$ cat src/rtl/sequenciador_permutacao_pkg.sv
// ---------------------------------------------------------------------------
// pkg_jogo
// Shared definitions for the game datapath: permutation word geometry, the
// sequencer state encoding and a helper that extracts one element of a
// packed permutation word. The permutation generator and the sequencer
// both rely on the same field ordering: element 0 lives in the MSBs.
// ---------------------------------------------------------------------------
package pkg_jogo;

  localparam int PERM_W = 8;
  localparam int IDX_W  = 2;
  localparam int N_ELEM = PERM_W / IDX_W;

  typedef enum logic [2:0] {
    OCIOSO      = 3'd0,
    ESPERA_PERM = 3'd1,
    EMITE       = 3'd2,
    FIM         = 3'd3,
    ERRO        = 3'd4
  } estado_t;

  // Element k of a permutation word; element 0 is the most significant field.
  function automatic logic [IDX_W-1:0] campo(input logic [PERM_W-1:0] p,
                                             input logic [1:0]        k);
    campo = p[PERM_W-1-IDX_W*int'(k) -: IDX_W];
  endfunction

endpackage

$ cat src/rtl/sequenciador_permutacao_valida.sv
// ---------------------------------------------------------------------------
// valida_permutacao
// Purely combinational check that a packed permutation word is a valid
// ordering of 0..N_ELEM-1, i.e. all its fields are pairwise distinct.
// With four 2-bit fields, distinctness alone guarantees every value 0..3
// appears exactly once.
//
// Ports:
//   perm   in  PERM_W  permutation word, element 0 in the MSBs
//   valido out 1       high iff all fields are pairwise distinct
// ---------------------------------------------------------------------------
module valida_permutacao
  import pkg_jogo::*;
(
  input  logic [PERM_W-1:0] perm,
  output logic              valido
);

  // Compare every pair of fields once; any equal pair invalidates the word.
  always_comb begin
    valido = 1'b1;
    for (int a = 0; a < N_ELEM; a++) begin
      for (int b = a + 1; b < N_ELEM; b++) begin
        if (campo(perm, a[1:0]) == campo(perm, b[1:0])) begin
          valido = 1'b0;
        end
      end
    end
  end

endmodule

$ cat src/rtl/sequenciador_permutacao.sv
// ---------------------------------------------------------------------------
// sequenciador_permutacao
// Consumer of the permutation-index generator. On a start request it keeps
// asking the upstream random source for words until the generator reports
// ready (or a timeout expires), captures the permutation, validates it and
// then hands out its four indices one per valid/ack handshake, each paired
// with a memory address {grupo, indice} for the memory read path.
//
// Parameters:
//   GRUPO_W         width of the memory group prefix (endereco = GRUPO_W+2)
//   MAX_TENTATIVAS  ESPERA_PERM cycles with perm_ready low before the
//                   timeout error fires (legal range 2..255)
//
// Ports:
//   clock           in   system clock, rising edge
//   reset           in   synchronous, active-high reset
//   iniciar         in   start request, only looked at while idle
//   grupo           in   group prefix, latched when a start is accepted
//   perm            in   permutation from the generator
//   perm_ready      in   generator ready flag
//   avanca          in   consumer accepts the current index
//   pede_aleatorio  out  asks the upstream source for a new random word
//   indice          out  current permutation element
//   endereco        out  {latched grupo, indice}
//   indice_valido   out  indice/endereco are valid
//   ocupado         out  block is not idle
//   fim             out  one-cycle pulse after the 4th index is accepted
//   erro            out  one-cycle pulse on invalid permutation or timeout
// ---------------------------------------------------------------------------
module sequenciador_permutacao
  import pkg_jogo::*;
#(
  parameter int GRUPO_W        = 4,
  parameter int MAX_TENTATIVAS = 16
)(
  input  logic                     clock,
  input  logic                     reset,
  input  logic                     iniciar,
  input  logic [GRUPO_W-1:0]       grupo,
  input  logic [PERM_W-1:0]        perm,
  input  logic                     perm_ready,
  input  logic                     avanca,
  output logic                     pede_aleatorio,
  output logic [IDX_W-1:0]         indice,
  output logic [GRUPO_W+IDX_W-1:0] endereco,
  output logic                     indice_valido,
  output logic                     ocupado,
  output logic                     fim,
  output logic                     erro
);

  // The attempt counter only has to reach MAX_TENTATIVAS-1, and it is
  // cleared on every accepted start, so it never wraps.
  localparam int TENT_W = (MAX_TENTATIVAS > 2) ? $clog2(MAX_TENTATIVAS) : 1;
  localparam logic [TENT_W-1:0] TENT_ULTIMA = TENT_W'(MAX_TENTATIVAS - 1);

  estado_t             estado_q, estado_d;
  logic [PERM_W-1:0]   perm_q, perm_d;
  logic [GRUPO_W-1:0]  grupo_q, grupo_d;
  logic [1:0]          k_q, k_d;
  logic [TENT_W-1:0]   tent_q, tent_d;

  logic                     pede_q, pede_d;
  logic [IDX_W-1:0]         indice_q, indice_d;
  logic [GRUPO_W+IDX_W-1:0] endereco_q, endereco_d;
  logic                     valido_q, valido_d;
  logic                     ocupado_q, ocupado_d;
  logic                     fim_q, fim_d;
  logic                     erro_q, erro_d;

  logic perm_ok;

  valida_permutacao u_valida (
    .perm   (perm),
    .valido (perm_ok)
  );

  // Next-state logic. Everything defaults to holding, so EMITE under
  // backpressure and the data registers outside their load cycles keep
  // their values without extra terms.
  always_comb begin
    estado_d = estado_q;
    perm_d   = perm_q;
    grupo_d  = grupo_q;
    k_d      = k_q;
    tent_d   = tent_q;

    case (estado_q)
      OCIOSO: begin
        if (iniciar) begin
          grupo_d  = grupo;
          tent_d   = '0;
          estado_d = ESPERA_PERM;
        end
      end

      ESPERA_PERM: begin
        // A ready word wins over the timeout, even on the last attempt.
        if (perm_ready) begin
          if (perm_ok) begin
            perm_d   = perm;
            k_d      = 2'd0;
            estado_d = EMITE;
          end else begin
            estado_d = ERRO;
          end
        end else if (tent_q == TENT_ULTIMA) begin
          estado_d = ERRO;
        end else begin
          tent_d = tent_q + 1'b1;
        end
      end

      EMITE: begin
        if (avanca) begin
          if (k_q == 2'd3) begin
            estado_d = FIM;
          end else begin
            k_d = k_q + 2'd1;
          end
        end
      end

      FIM:     estado_d = OCIOSO;
      ERRO:    estado_d = OCIOSO;
      default: estado_d = OCIOSO;
    endcase
  end

  // Output values are decoded from the next state and next data so that,
  // once registered, they are a pure function of the current state: Moore
  // behaviour with no input-to-output path and no extra cycle of latency.
  always_comb begin
    pede_d     = (estado_d == ESPERA_PERM);
    ocupado_d  = (estado_d != OCIOSO);
    valido_d   = (estado_d == EMITE);
    fim_d      = (estado_d == FIM);
    erro_d     = (estado_d == ERRO);
    indice_d   = '0;
    endereco_d = '0;
    if (estado_d == EMITE) begin
      indice_d   = campo(perm_d, k_d);
      endereco_d = {grupo_d, campo(perm_d, k_d)};
    end
  end

  // State, data and output registers. Reset aborts any sequence silently:
  // outputs go straight to zero with no fim or erro pulse.
  always_ff @(posedge clock) begin
    if (reset) begin
      estado_q   <= OCIOSO;
      perm_q     <= '0;
      grupo_q    <= '0;
      k_q        <= '0;
      tent_q     <= '0;
      pede_q     <= 1'b0;
      indice_q   <= '0;
      endereco_q <= '0;
      valido_q   <= 1'b0;
      ocupado_q  <= 1'b0;
      fim_q      <= 1'b0;
      erro_q     <= 1'b0;
    end else begin
      estado_q   <= estado_d;
      perm_q     <= perm_d;
      grupo_q    <= grupo_d;
      k_q        <= k_d;
      tent_q     <= tent_d;
      pede_q     <= pede_d;
      indice_q   <= indice_d;
      endereco_q <= endereco_d;
      valido_q   <= valido_d;
      ocupado_q  <= ocupado_d;
      fim_q      <= fim_d;
      erro_q     <= erro_d;
    end
  end

  assign pede_aleatorio = pede_q;
  assign indice         = indice_q;
  assign endereco       = endereco_q;
  assign indice_valido  = valido_q;
  assign ocupado        = ocupado_q;
  assign fim            = fim_q;
  assign erro           = erro_q;

endmodule

$ cat config.mk
export PLATFORM = sky130hd
export DESIGN_NAME = sequenciador_permutacao
export DESIGN_NICKNAME = d
export VERILOG_FILES = /design/src/rtl/sequenciador_permutacao_pkg.sv /design/src/rtl/sequenciador_permutacao_valida.sv /design/src/rtl/sequenciador_permutacao.sv
export SDC_FILE = /design/constraint.sdc
export NUM_CORES = 1
export LEC_CHECK = 0
export ABC_AREA = 0
export BUFFER_PORTS_ARGS = -buffer_cell sky130_fd_sc_hd__buf_2
export CORE_MARGIN = 8
export CORE_UTILIZATION = 57
export DETAILED_ROUTE_END_ITERATION = 8
export PLACE_DENSITY = 0.83
export SKIP_CTS_REPAIR_TIMING = 1
export SLEW_MARGIN = 20
export SYNTH_ARGS = -nofsm -noshare
export SYNTH_HDL_FRONTEND = slang
export SYNTH_SLANG_ARGS = --single-unit
$ cat constraint.sdc
create_clock -name clock -period 2.83 [get_ports clock]
set_input_delay 0.566 -clock clock [delete_from_list [all_inputs] [get_ports clock]]
set_output_delay 0.566 -clock clock [all_outputs]
set_load 0.01 [all_outputs]
== Yosys cells after proc, flatten, opt, wreduce, memory -nomap -nowiden ==
Cells that the tools add are included.
Widths: inputs -> output; s select.
Storage, ports and cells
  register bits after elaboration: 34
  word-level logic and storage cells: 66
Operators by class
  multiplexer cells: 27
  shift-type cells: 1
  add/subtract/negate cells: 3
  reduce and logical (&&, ||, !) cells: 5
  bitwise operators: 1
  equality and inequality tests: 17
Operators with widths (count)
  $mux 8: 3
  $mux 4: 5
  $mux 3: 6
  $eq 2x2->1: 6
  $eq 3x2->1 const B: 3
  $pmux 3 s3: 1
  $shiftx 9x4->2: 1
  $mux 2: 4
  $pmux 4 s2: 1
  $eq 3x1->1 const B: 2
  $mux 1: 6
  $ne 2x2->1 const B: 3
  $add 4x1->4 const B: 1
  $eq 4x4->1 const B: 1
  $pmux 2 s2: 1
  $reduce_and 4->1: 1
  $sub 3x3->4 const A: 1
  $eq 3x3->1 const B: 1
  $logic_not 3->1: 1
  $reduce_bool 3->1: 1
  $add 2x1->2 const B: 1
  $eq 2x2->1 const B: 1
  $reduce_bool 2->1: 1
  $reduce_or 2->1: 1
  $not 1->1: 1

== Depth between registers and ports, before layout ==
  word-level depth: 13
  mapped depth: 7
  mapped depth without buffers: 6

== Cells and area by module ==
A second synthesis with hierarchy kept.
Second synthesis, totals
  cell total of the unflattened synthesis: 153
  area total of the unflattened synthesis: 1460.2 µm²
Modules (own cells, without submodules)
  sequenciador_permutacao: area each 1326.3 µm², cells an instance 137, instances 1, seq. area each 640.6 µm²
  valida_permutacao: area each 133.9 µm², cells an instance 16, instances 1, seq. area each 0.0 µm²

== Worst setup path before layout ==
OpenSTA, ideal clock, no wires.
  path kind: input -> register
  start point: input port perm[7]
  end point: register perm_q[0]
  data arrival time: 1.815 ns
  path buffers: 2
  required time: 2.698 ns
  stages: 7
  slack: 0.882 ns
  cells stage by stage: clkbuf_2 -> xor2_1 -> o22ai_1 -> or4_1 -> buf_6 -> o21ai_0 -> a21oi_1
Between the ends
  longest elaborated chain between the ends: 10
RTL lines
  from (decl): RTL line sequenciador_permutacao.sv:40  | input logic [PERM_W-1:0] perm,
  $eq 2x2->1: RTL line sequenciador_permutacao_valida.sv:24  | if (campo(perm, a[1:0]) == campo(perm, b[1:0])) begin
  $mux 1 (2 in series): RTL line sequenciador_permutacao_valida.sv:24
  $mux 1 * (4 in series): RTL line sequenciador_permutacao_valida.sv:24
  $mux 8 *: RTL line sequenciador_permutacao.sv:100  | if (perm_ok) begin
  $mux 8 *: RTL line sequenciador_permutacao.sv:99  | if (perm_ready) begin
  $mux 8 *: RTL line sequenciador_permutacao.sv:88  | case (estado_q)
  to (signal assigned): RTL line sequenciador_permutacao.sv:165  | perm_q <= perm_d;
  to (decl): RTL line sequenciador_permutacao.sv:58  | logic [PERM_W-1:0] perm_q, perm_d;
Mark *: on every way between the ends. The rest lies on a longest branch, timed or not.
A chain may end at the register's enable or synchronous reset.

== Worst setup path after layout ==
  start point: input port perm[7]
  end point: register perm_q[7]
Between the ends
  longest elaborated chain between the ends: 10
RTL lines (RTL line)
  $eq 2x2->1: sequenciador_permutacao_valida.sv:24
  $mux 1 (6 in series): sequenciador_permutacao_valida.sv:24
  $mux 8 *: sequenciador_permutacao.sv:100
  $mux 8 *: sequenciador_permutacao.sv:99
  $mux 8 *: sequenciador_permutacao.sv:88
Marked as above.

==> impl_metrics.json <==
{
  "port_buffers": 29,
  "wl_per_cell_um": 15.7,
  "nets": 205,
  "async_flop_share": 0,
  "r2r-start": "estado_q[2]",
  "finClkSkew_ns": 0.0108,
  "die_width_um": 66.6,
  "seq_area_frac_synth": 0.438,
  "cp-start-kind": "input port",
  "slew_headroom": 0.562,
  "rsz0062_at_grt": "false",
  "p_per_area_nw_per_um2": 526,
  "grt-ovfl-total": 0,
  "drtIter0Drc": 100,
  "layout_commonest_cell": "dfxtp_1",
  "cts_sinks": 32,
  "critPathArrivalTime_ns": 2.19,
  "regToRegEndpoint": "endereco[1]",
  "grt_max_degree": 27,
  "synth-seq-cells": 32,
  "initial_core_util": 0.595,
  "synthDistinctLibCells": 37,
  "ys.flop_type": "dfxtp_1",
  "min_period_ns": 1.98,
  "hold_viol_final": 0,
  "hold_start": "grupo_q[2]",
  "crit_type": "in2reg",
  "cts_buffer_depth": 2,
  "coreArea_um2": 2450,
  "p_leak_nw": 0.687,
  "syn_area_per_cell_um2": 9.08,
  "clockRootBuffer": "clkbuf_4",
  "cts-htree-levels": 2,
  "place.gp.congestion": 0.895,
  "rows": 18,
  "dp.cells": 210,
  "synthCells": 161,
  "worstSetupEndpointType": "flip-flop",
  "grt_use_total": 0.171,
  "insertedDiodeCount": 0,
  "drive_gt1_frac": 0.250,
  "antenna_found_initial": 0,
  "synth_edf_count": 0,
  "drtPass1Iterations": 4,
  "numCtsBuffers": 5,
  "finalSetupViolCount": 0,
  "cts_tree": "built",
  "whs_endpoint": "endereco[4]",
  "dieArea_um2": 4440,
  "grt_pass1_vias": 1263,
  "drt-total-wl_um": 3430,
  "instances_no_fill": 218,
  "fin_crit_sh": 0.700,
  "netlist_area_um2": 1460,
  "antenna_left": 0,
  "path_max_fanout": 9,
  "layout_common_cells": "dfxtp_1 (32), buf_2 (29), nor2_1 (18)",
  "synth.net_count": 179,
  "grt_pass1_wl_um": 5870,
  "status": "finished clean",
  "tightest_slew_ns": 0.656,
  "maxCapViolations": 0,
  "setup_tns_ns": 0,
  "clock_latency_ns": 0.34,
  "rr_worst_depth": 5,
  "max_freq_mhz": 505,
  "die_h_um": 66.6,
  "place_hpwl_um": 2540,
  "io_pins": 30,
  "yosys_warnings": 0,
  "routed-via-count": 1304,
  "required_ns": 3.04,
  "min_path_type": "reg2reg",
  "area_delta_synth_final_pct": 13.4,
  "peakVddDrop_uv": 450,
  "cts.clk_slew.worst_paths_ns": 0.09,
  "via_per_inst": 5.98,
  "ff2ff_setup_slack_ns": 0.88,
  "slew_violations": 0,
  "hold_depth": 2,
  "drc_errors": 0
}
cell families (layout without fill, tap and decap cells):
group                      Yosys count  count (layout)  synth area share
and+or+nand+nor                     59              59             0.221
muxes                                6               6            0.0411
xor gates and xnor gates            15              15            0.0899
AOI/OAI and AO/OA                   35              35             0.151
DFF                                 32              32             0.438
adders and majority gates            1               1           0.00856
buffers and inverters               13              40            0.0505
registers in the layout, summed over array words and instances, names as in the netlist:
| register | cells |
|---|---|
| tent_q | 4 |
| pede_aleatorio | 1 |
| estado_q | 3 |
| perm_q | 8 |
| grupo_q | 4 |
| indice | 1 |
| erro | 1 |
| indice_valido | 1 |
| ocupado | 1 |
| k_q | 2 |
| endereco | 5 |
| fim | 1 |
critical path, cell delays in order:
cell	delay, ns
buf_2	0.16
xor2_1	0.18
o22ai_1	0.15
or4_1	0.73
o21ai_0	0.30
a21oi_1	0.10
Yosys cell counts, types with 2 or more instances:
cell type   n  area (um2)
o22a_1      2        17.5
nor4_1      4        25.0
buf_2       2        10.0
nor2_1     18        67.6
o211ai_1    2        15.0
clkbuf_2    3        15.0
buf_4       3        22.5
a21oi_1    14        70.1
mux2i_1     6        60.1
dfxtp_1    32         641
or3_1       2        12.5
o22ai_1     2        12.5
nor3_1      7        35.0
xor2_1     14         123
a32o_1      2        20.0
o21ai_0     9        45.0
nand3_1     9        45.0
clkbuf_1    4        15.0
nand2_1     8        30.0
layer usage:
layer / global-route usage / vias to the layer above / wire (um)
met4: 0.0747 / 0 / 99
met3: 0.0570 / 13 / 244
met2: 0.278 / 59 / 1660
li1: - / 624 / -
met1: 0.198 / 608 / 1430
met5: 0 / - / 0
stage by stage:
stage	utilization	power (mW)	setup WS (ns)	area (um2)	hold WS (ns)
2_1_floorplan	-	0.565	0.882	1460	0.409
3_3_place_gp	0.651	0.596	0.623	1600	0.417
3_5_place_dp	0.651	0.604	0.572	1600	0.424
4_1_cts	0.675	0.867	0.869	1660	0.437
5_1_grt	0.675	0.908	0.701	1660	0.460
6_report	0.675	0.873	0.849	1660	0.435
cell type report:
| cell class | instances | area [um2] |
|---|---|---|
| clock buffer | 8 | 58.8 |
| sequential | 32 | 641 |
| timing repair buffer | 32 | 168 |
| fill | 200 | 797 |
| tap | 30 | 37.5 |
| multi-input combinational | 116 | 753 |
worst max path at each step:
stage / startpoint / to / slack (ns) / cells after the start
after floorplan: perm[7] / perm_q[0] / 0.88 / 7
after global placement: iniciar / endereco[1] / 0.62 / 7
after detailed placement: perm[7] / perm_q[2] / 0.57 / 6
after CTS: estado_q[2] / endereco[1] / 0.87 / 5
after global routing: estado_q[2] / endereco[1] / 0.70 / 5
final: perm[7] / perm_q[7] / 0.85 / 6
where the power goes:
part	total, mW	internal (mW)	switching, mW
Sequential	0.472	0.463	0.00905
Combinational	0.125	0.0488	0.0763
Clock	0.276	0.122	0.153
(Power assumes the default switching activity.)
